$ cat config.mk
export PLATFORM = sky130hd
export DESIGN_NAME = fifo_flit_tx_flat
export DESIGN_NICKNAME = d
export VERILOG_FILES = /design/src/rtl/fifo_flit_tx_if.sv /design/src/rtl/fifo_flit_tx.sv /design/src/flat_wrapper.sv
export SDC_FILE = /design/constraint.sdc
export NUM_CORES = 1
export LEC_CHECK = 0
export CAP_MARGIN = 30
export CORE_UTILIZATION = 37
export DETAILED_ROUTE_END_ITERATION = 16
export GPL_ROUTABILITY_DRIVEN = 0
export PLACE_DENSITY = 0.79
export SLEW_MARGIN = 20
export SYNTH_ARGS = -nofsm -noshare
export SYNTH_HDL_FRONTEND = slang
export SYNTH_SLANG_ARGS = --single-unit
$ cat constraint.sdc
create_clock -name clk -period 1.8 [get_ports clk]
set_clock_uncertainty 0.15 [all_clocks]
set_input_delay 0.45 -clock clk [delete_from_list [all_inputs] [get_ports clk]]
set_output_delay 0.45 -clock clk [all_outputs]
set_load 0.01 [all_outputs]
$ cat src/rtl/fifo_flit_tx_if.sv
// Source-FIFO and link handshake signals of the flit transmitter.
// slave = transmitter side, master = environment side (FIFO + link sink).
interface fifo_flit_tx_if #(parameter int DATA_WIDTH = 32);
  logic                  fifo_empty;
  logic                  fifo_rd_en;
  logic [DATA_WIDTH-1:0] fifo_dout;
  logic                  out_valid;
  logic                  out_ready;
  logic [DATA_WIDTH-1:0] out_data;

  modport slave  (input  fifo_empty, fifo_dout, out_ready,
                  output fifo_rd_en, out_valid, out_data);
  modport master (output fifo_empty, fifo_dout, out_ready,
                  input  fifo_rd_en, out_valid, out_data);
endinterface

$ cat src/rtl/fifo_flit_tx.sv
// Flit transmitter: pops a source FIFO, checks head/body/tail framing and drives a
// single-register link stage. Define FIFO_FLIT_TX_PKT_COUNT_EN to build the packet counter.
module fifo_flit_tx #(
  parameter int DATA_WIDTH = 32
) (
  input  logic           clk,
  input  logic           rst,
  fifo_flit_tx_if.slave  bus,
  output logic           in_packet,
  output logic           proto_err,
  output logic [15:0]    pkt_count
);

  localparam logic [1:0] T_BODY = 2'b00;
  localparam logic [1:0] T_HEAD = 2'b01;
  localparam logic [1:0] T_TAIL = 2'b10;
  localparam logic [1:0] T_HT   = 2'b11;

  typedef enum logic {IDLE, IN_PKT} state_t;

  state_t                state_q, state_d;
  logic                  vld_q;
  logic [DATA_WIDTH-1:0] data_q;
  logic                  err_q;
  logic                  free, rd_en, fwd, err_set;
  logic [1:0]            ftype;

  assign ftype = bus.fifo_dout[DATA_WIDTH-1:DATA_WIDTH-2];
  assign free  = ~vld_q | bus.out_ready;
  // rst gates the pop so nothing is consumed while held in reset
  assign rd_en = rst & ~bus.fifo_empty & free;

  always_comb begin
    state_d = state_q;
    fwd     = 1'b0;
    err_set = 1'b0;
    if (rd_en) begin
      unique case (state_q)
        IDLE: begin
          unique case (ftype)
            T_HEAD:  begin fwd = 1'b1; state_d = IN_PKT; end
            T_HT:    fwd = 1'b1;
            default: err_set = 1'b1;
          endcase
        end
        IN_PKT: begin
          unique case (ftype)
            T_BODY:  fwd = 1'b1;
            T_TAIL:  begin fwd = 1'b1; state_d = IDLE; end
            default: err_set = 1'b1;
          endcase
        end
        default: state_d = IDLE;
      endcase
    end
  end

  always_ff @(posedge clk or negedge rst) begin
    if (!rst) begin
      state_q <= IDLE;
      vld_q   <= 1'b0;
      data_q  <= '0;
      err_q   <= 1'b0;
    end else begin
      state_q <= state_d;
      if (err_set) err_q <= 1'b1;
      if (fwd) begin
        vld_q  <= 1'b1;
        data_q <= bus.fifo_dout;
      end else if (bus.out_ready) begin
        vld_q  <= 1'b0;
      end
    end
  end

`ifdef FIFO_FLIT_TX_PKT_COUNT_EN
  logic [15:0] cnt_q;
  // tail and head+tail both carry a 1 in the top type bit
  always_ff @(posedge clk or negedge rst) begin
    if (!rst)                                         cnt_q <= '0;
    else if (vld_q & bus.out_ready & data_q[DATA_WIDTH-1]) cnt_q <= cnt_q + 16'd1;
  end
  assign pkt_count = cnt_q;
`else
  assign pkt_count = 16'd0;
`endif

  assign bus.fifo_rd_en = rd_en;
  assign bus.out_valid  = vld_q;
  assign bus.out_data   = data_q;
  assign in_packet      = (state_q == IN_PKT);
  assign proto_err      = err_q;

endmodule

$ cat src/flat_wrapper.sv
// flat-port wrapper written by rule: the top's interface ports become plain ports
module fifo_flit_tx_flat 
#(
  parameter int DATA_WIDTH = 32
)
  (clk, rst, in_packet, proto_err, pkt_count, bus_fifo_empty, bus_fifo_dout, bus_out_ready, bus_fifo_rd_en, bus_out_valid, bus_out_data);
  fifo_flit_tx_if #(.DATA_WIDTH(DATA_WIDTH)) bus_i ();
  input  logic clk;
  input  logic rst;
  output logic in_packet;
  output logic proto_err;
  output logic [15:0] pkt_count;
  input wire logic [$bits(bus_i.fifo_empty)-1:0] bus_fifo_empty;
  input wire logic [$bits(bus_i.fifo_dout)-1:0] bus_fifo_dout;
  input wire logic [$bits(bus_i.out_ready)-1:0] bus_out_ready;
  output wire logic [$bits(bus_i.fifo_rd_en)-1:0] bus_fifo_rd_en;
  output wire logic [$bits(bus_i.out_valid)-1:0] bus_out_valid;
  output wire logic [$bits(bus_i.out_data)-1:0] bus_out_data;
  assign bus_i.fifo_empty = bus_fifo_empty;
  assign bus_i.fifo_dout = bus_fifo_dout;
  assign bus_i.out_ready = bus_out_ready;
  assign bus_fifo_rd_en = bus_i.fifo_rd_en;
  assign bus_out_valid = bus_i.out_valid;
  assign bus_out_data = bus_i.out_data;
  fifo_flit_tx #(.DATA_WIDTH(DATA_WIDTH)) u_core (.clk(clk), .rst(rst), .bus(bus_i), .in_packet(in_packet), .proto_err(proto_err), .pkt_count(pkt_count));
endmodule
==> results.py <==
metrics = {
    "status": {
        "status": "finished, final reports clean",
    },
    "sta": {
        "finalCritPeriodShare_pct": 98.7,
        "hold_ws_ps": 93.2,
        "finalCriticalPeriod_ps": 1780,
        "report.final.slew_viol_count": 0,
        "finalSetupViolCount": 0,
        "tns_ps": 0,
        "max_freq_mhz": 563,
        "rsz0062_at_grt": "yes",
        "hold_violations": 0,
    },
    "logic_synthesis": {
        "avgSynthCellArea_sq_um": 15.2,
        "netlist_area_sq_mm": 0.00147,
        "synth.ff_latch_count": 35,
        "synthCells": 97,
        "yosysWarnings": 0,
        "synth.distinct_cells": 16,
        "seq_area_frac_synth_pct": 59.5,
    },
    "global_routing": {
        "grt_use_total_pct": 18.5,
        "grt_max_degree": 36,
        "grt_remaining_overflow": 0,
        "antenna_found_initial": 0,
        "grt_pass1_wl_mm": 5.62,
        "first_global_vias": 1177,
    },
    "place": {
        "placed_area_sq_mm": 0.00222,
        "hpwl_mm": 2.20,
        "port_buffers": 71,
    },
    "route": {
        "vias": 1077,
        "vias_per_cell": 4.53,
        "drc": 0,
        "initialDrtViolationCount": 24,
        "totalWireLength_mm": 3.50,
        "dr.pass1.iters": 4,
        "ant_nets": 0,
        "detail_route.wl_per_cell_um": 14.7,
    },
    "power_and_ir_drop": {
        "peakVddDrop_uv": 656,
        "switching_share_pct": 27.4,
        "power_density_mw_per_mm2": 1010,
        "total_power_w": 0.00257,
        "p_leak_nw": 1.34,
        "p_switching_w": 0.000706,
        "seqPwrFrac_pct": 42.7,
        "pwr-share-clk_pct": 20.9,
        "p_int_w": 0.00187,
        "power_frac_comb_pct": 36.5,
    },
    "run": {
        "max_cap_violations": 0,
    },
    "layout": {
        "nets": 225,
        "synthToLayoutAreaGrowth_pct": 73.2,
        "final_cell_mix": "35 x clkdlybuf4s50_1, 35 x dfrtp_1, 25 x dlymetal6s2s_1, 20 x mux2_2, 16 x conb_1",
        "antenna_cells": 0,
        "fillers": 276,
        "drive_above_1_share_pct": 33.2,
        "final_cell_area_sq_mm": 0.00255,
    },
    "clock_tree": {
        "cts_buffer_depth": 2,
        "clk_latency_ps": 280,
        "htreeDepth": 2,
        "cts_tree": "yes",
        "cts_inserted_buffers": 5,
        "cts_sinks": 35,
        "cts_hold_buf": 0,
        "path_clk_slew_ps": 70,
        "cts_root_buffer": "clkbuf_8",
    },
    "critical_path": {
        "cp_data_arrival_time_ps": 1180,
        "cp-end-kind": "output pin",
        "cp_max_fo": 2,
        "r2r_end": "u_core.bus.out_data[28]",
        "r2r_slack_ps": 40,
        "cp-start-kind": "flop",
        "cp.required_ps": 1200,
        "rr_startpoint": "u_core.bus.out_valid",
        "worstRegToRegCells": 7,
        "crit_type": "reg2out",
    },
    "floorplan": {
        "ioPinCount": 88,
        "die_h_um": 65.1,
        "placementRows": 22,
        "coreArea_sq_mm": 0.00374,
        "die_x_um": 65.1,
        "die_area_sq_mm": 0.00424,
        "initial_utilization_pct": 39.3,
    },
    "worst_hold_path": {
        "hold_class": "in2async",
    },
}
[power groups by stage]
stage | Sequential (W) | Clock (W) | Combinational (W)
2_1_floorplan | 0.00121 | 0 | 0.000264
3_3_place_gp | 0.00110 | 0 | 0.000901
3_5_place_dp | 0.00112 | 0 | 0.000917
4_1_cts | 0.00111 | 0.000565 | 0.00101
5_1_grt | 0.00113 | 0.000595 | 0.000999
6_report | 0.00110 | 0.000537 | 0.000939
[cell usage after synthesis]
library cell / count / area [sq um]
conb_1: 1 / 3.75
nor2b_1: 1 / 6.26
dfrtp_1: 35 / 876
o31ai_1: 1 / 7.51
buf_4: 16 / 120
nor2_1: 1 / 3.75
nor3b_1: 1 / 7.51
mux2_2: 30 / 338
mux2_1: 2 / 22.5
nor3_4: 1 / 16.3
xnor2_1: 1 / 8.76
buf_6: 3 / 33.8
or2_2: 1 / 6.26
a21o_1: 1 / 7.51
a2bb2oi_1: 1 / 8.76
nand2b_1: 1 / 6.26
[area by class of cell]
cell class	count	area [sq um]	area share, %
clock inverter	2	12.5	0.491
timing repair buffer	89	967	37.9
sequential	35	876	34.3
multi-input combinational	58	562	22.0
clock buffer	6	72.6	2.85
tap	48	60.1	2.36
[metal layers]
layer | up-vias | GRT usage [%] | part of all wire [%]
met1 | 527 | 20.2 | 37
li1 | 483 | - | -
met5 | - | 0 | 0
met3 | 4 | 5.56 | 7.2
met2 | 63 | 33.1 | 55
met4 | 0 | 8.15 | 1.3
[cells by family after synthesis]
kind of cell    share of synthesized area [%]
simple gates                             3.14
compound gates                           1.61
flops                                    59.5
xor+xnor                                0.595
buf+inv                                  10.5
mux                                      24.5
other cells                             0.255
[through the flow]
step | std cells | setup slack [ps] | utilization (%)
global placement | 219 | -445 | 59.3
floorplan | 112 | 60.4 | -
detailed placement | 219 | -483 | 59.3
finish | 238 | 23.3 | 68.1
global route | 238 | -37.1 | 68.1
CTS | 242 | 0.340 | 68.4
[sequential cells by signal, summed over array words and instances, names as in the netlist]
| signal | cells |
|---|---|
| u_core.proto_err | 1 |
| u_core.bus.out_data | 32 |
| u_core.in_packet | 1 |
| u_core.bus.out_valid | 1 |
[worst max-delay path by stage]
stage / from / end / slack, ps / cells past startpoint
2_1_floorplan: bus_fifo_empty / u_core.bus.out_data[0] / 60 / 4
3_3_place_gp: bus_fifo_empty / bus_fifo_rd_en / -450 / 4
3_5_place_dp: bus_fifo_empty / bus_fifo_rd_en / -480 / 4
4_1_cts: u_core.bus.out_data[25] / bus_out_data[25] / 0.3 / 1
5_1_grt: u_core.bus.out_valid / u_core.bus.out_data[28] / -40 / 7
6_report: u_core.bus.out_valid / bus_fifo_rd_en / 20 / 4
[critical path, stage by stage, from the launching register on]
cell and delay, ps:
dfrtp_1 380, nor2b_4 140, buf_4 130, nor2_2 100, buf_2 140
[repair_timing]
item	4_1_cts	5_1_grt
setup buffers	12	0
pin swaps	3	1
gates resized for setup	38	27
cloned	3	0
endpoints found under the setup margin	38	58
(Power assumes the default switching activity.)
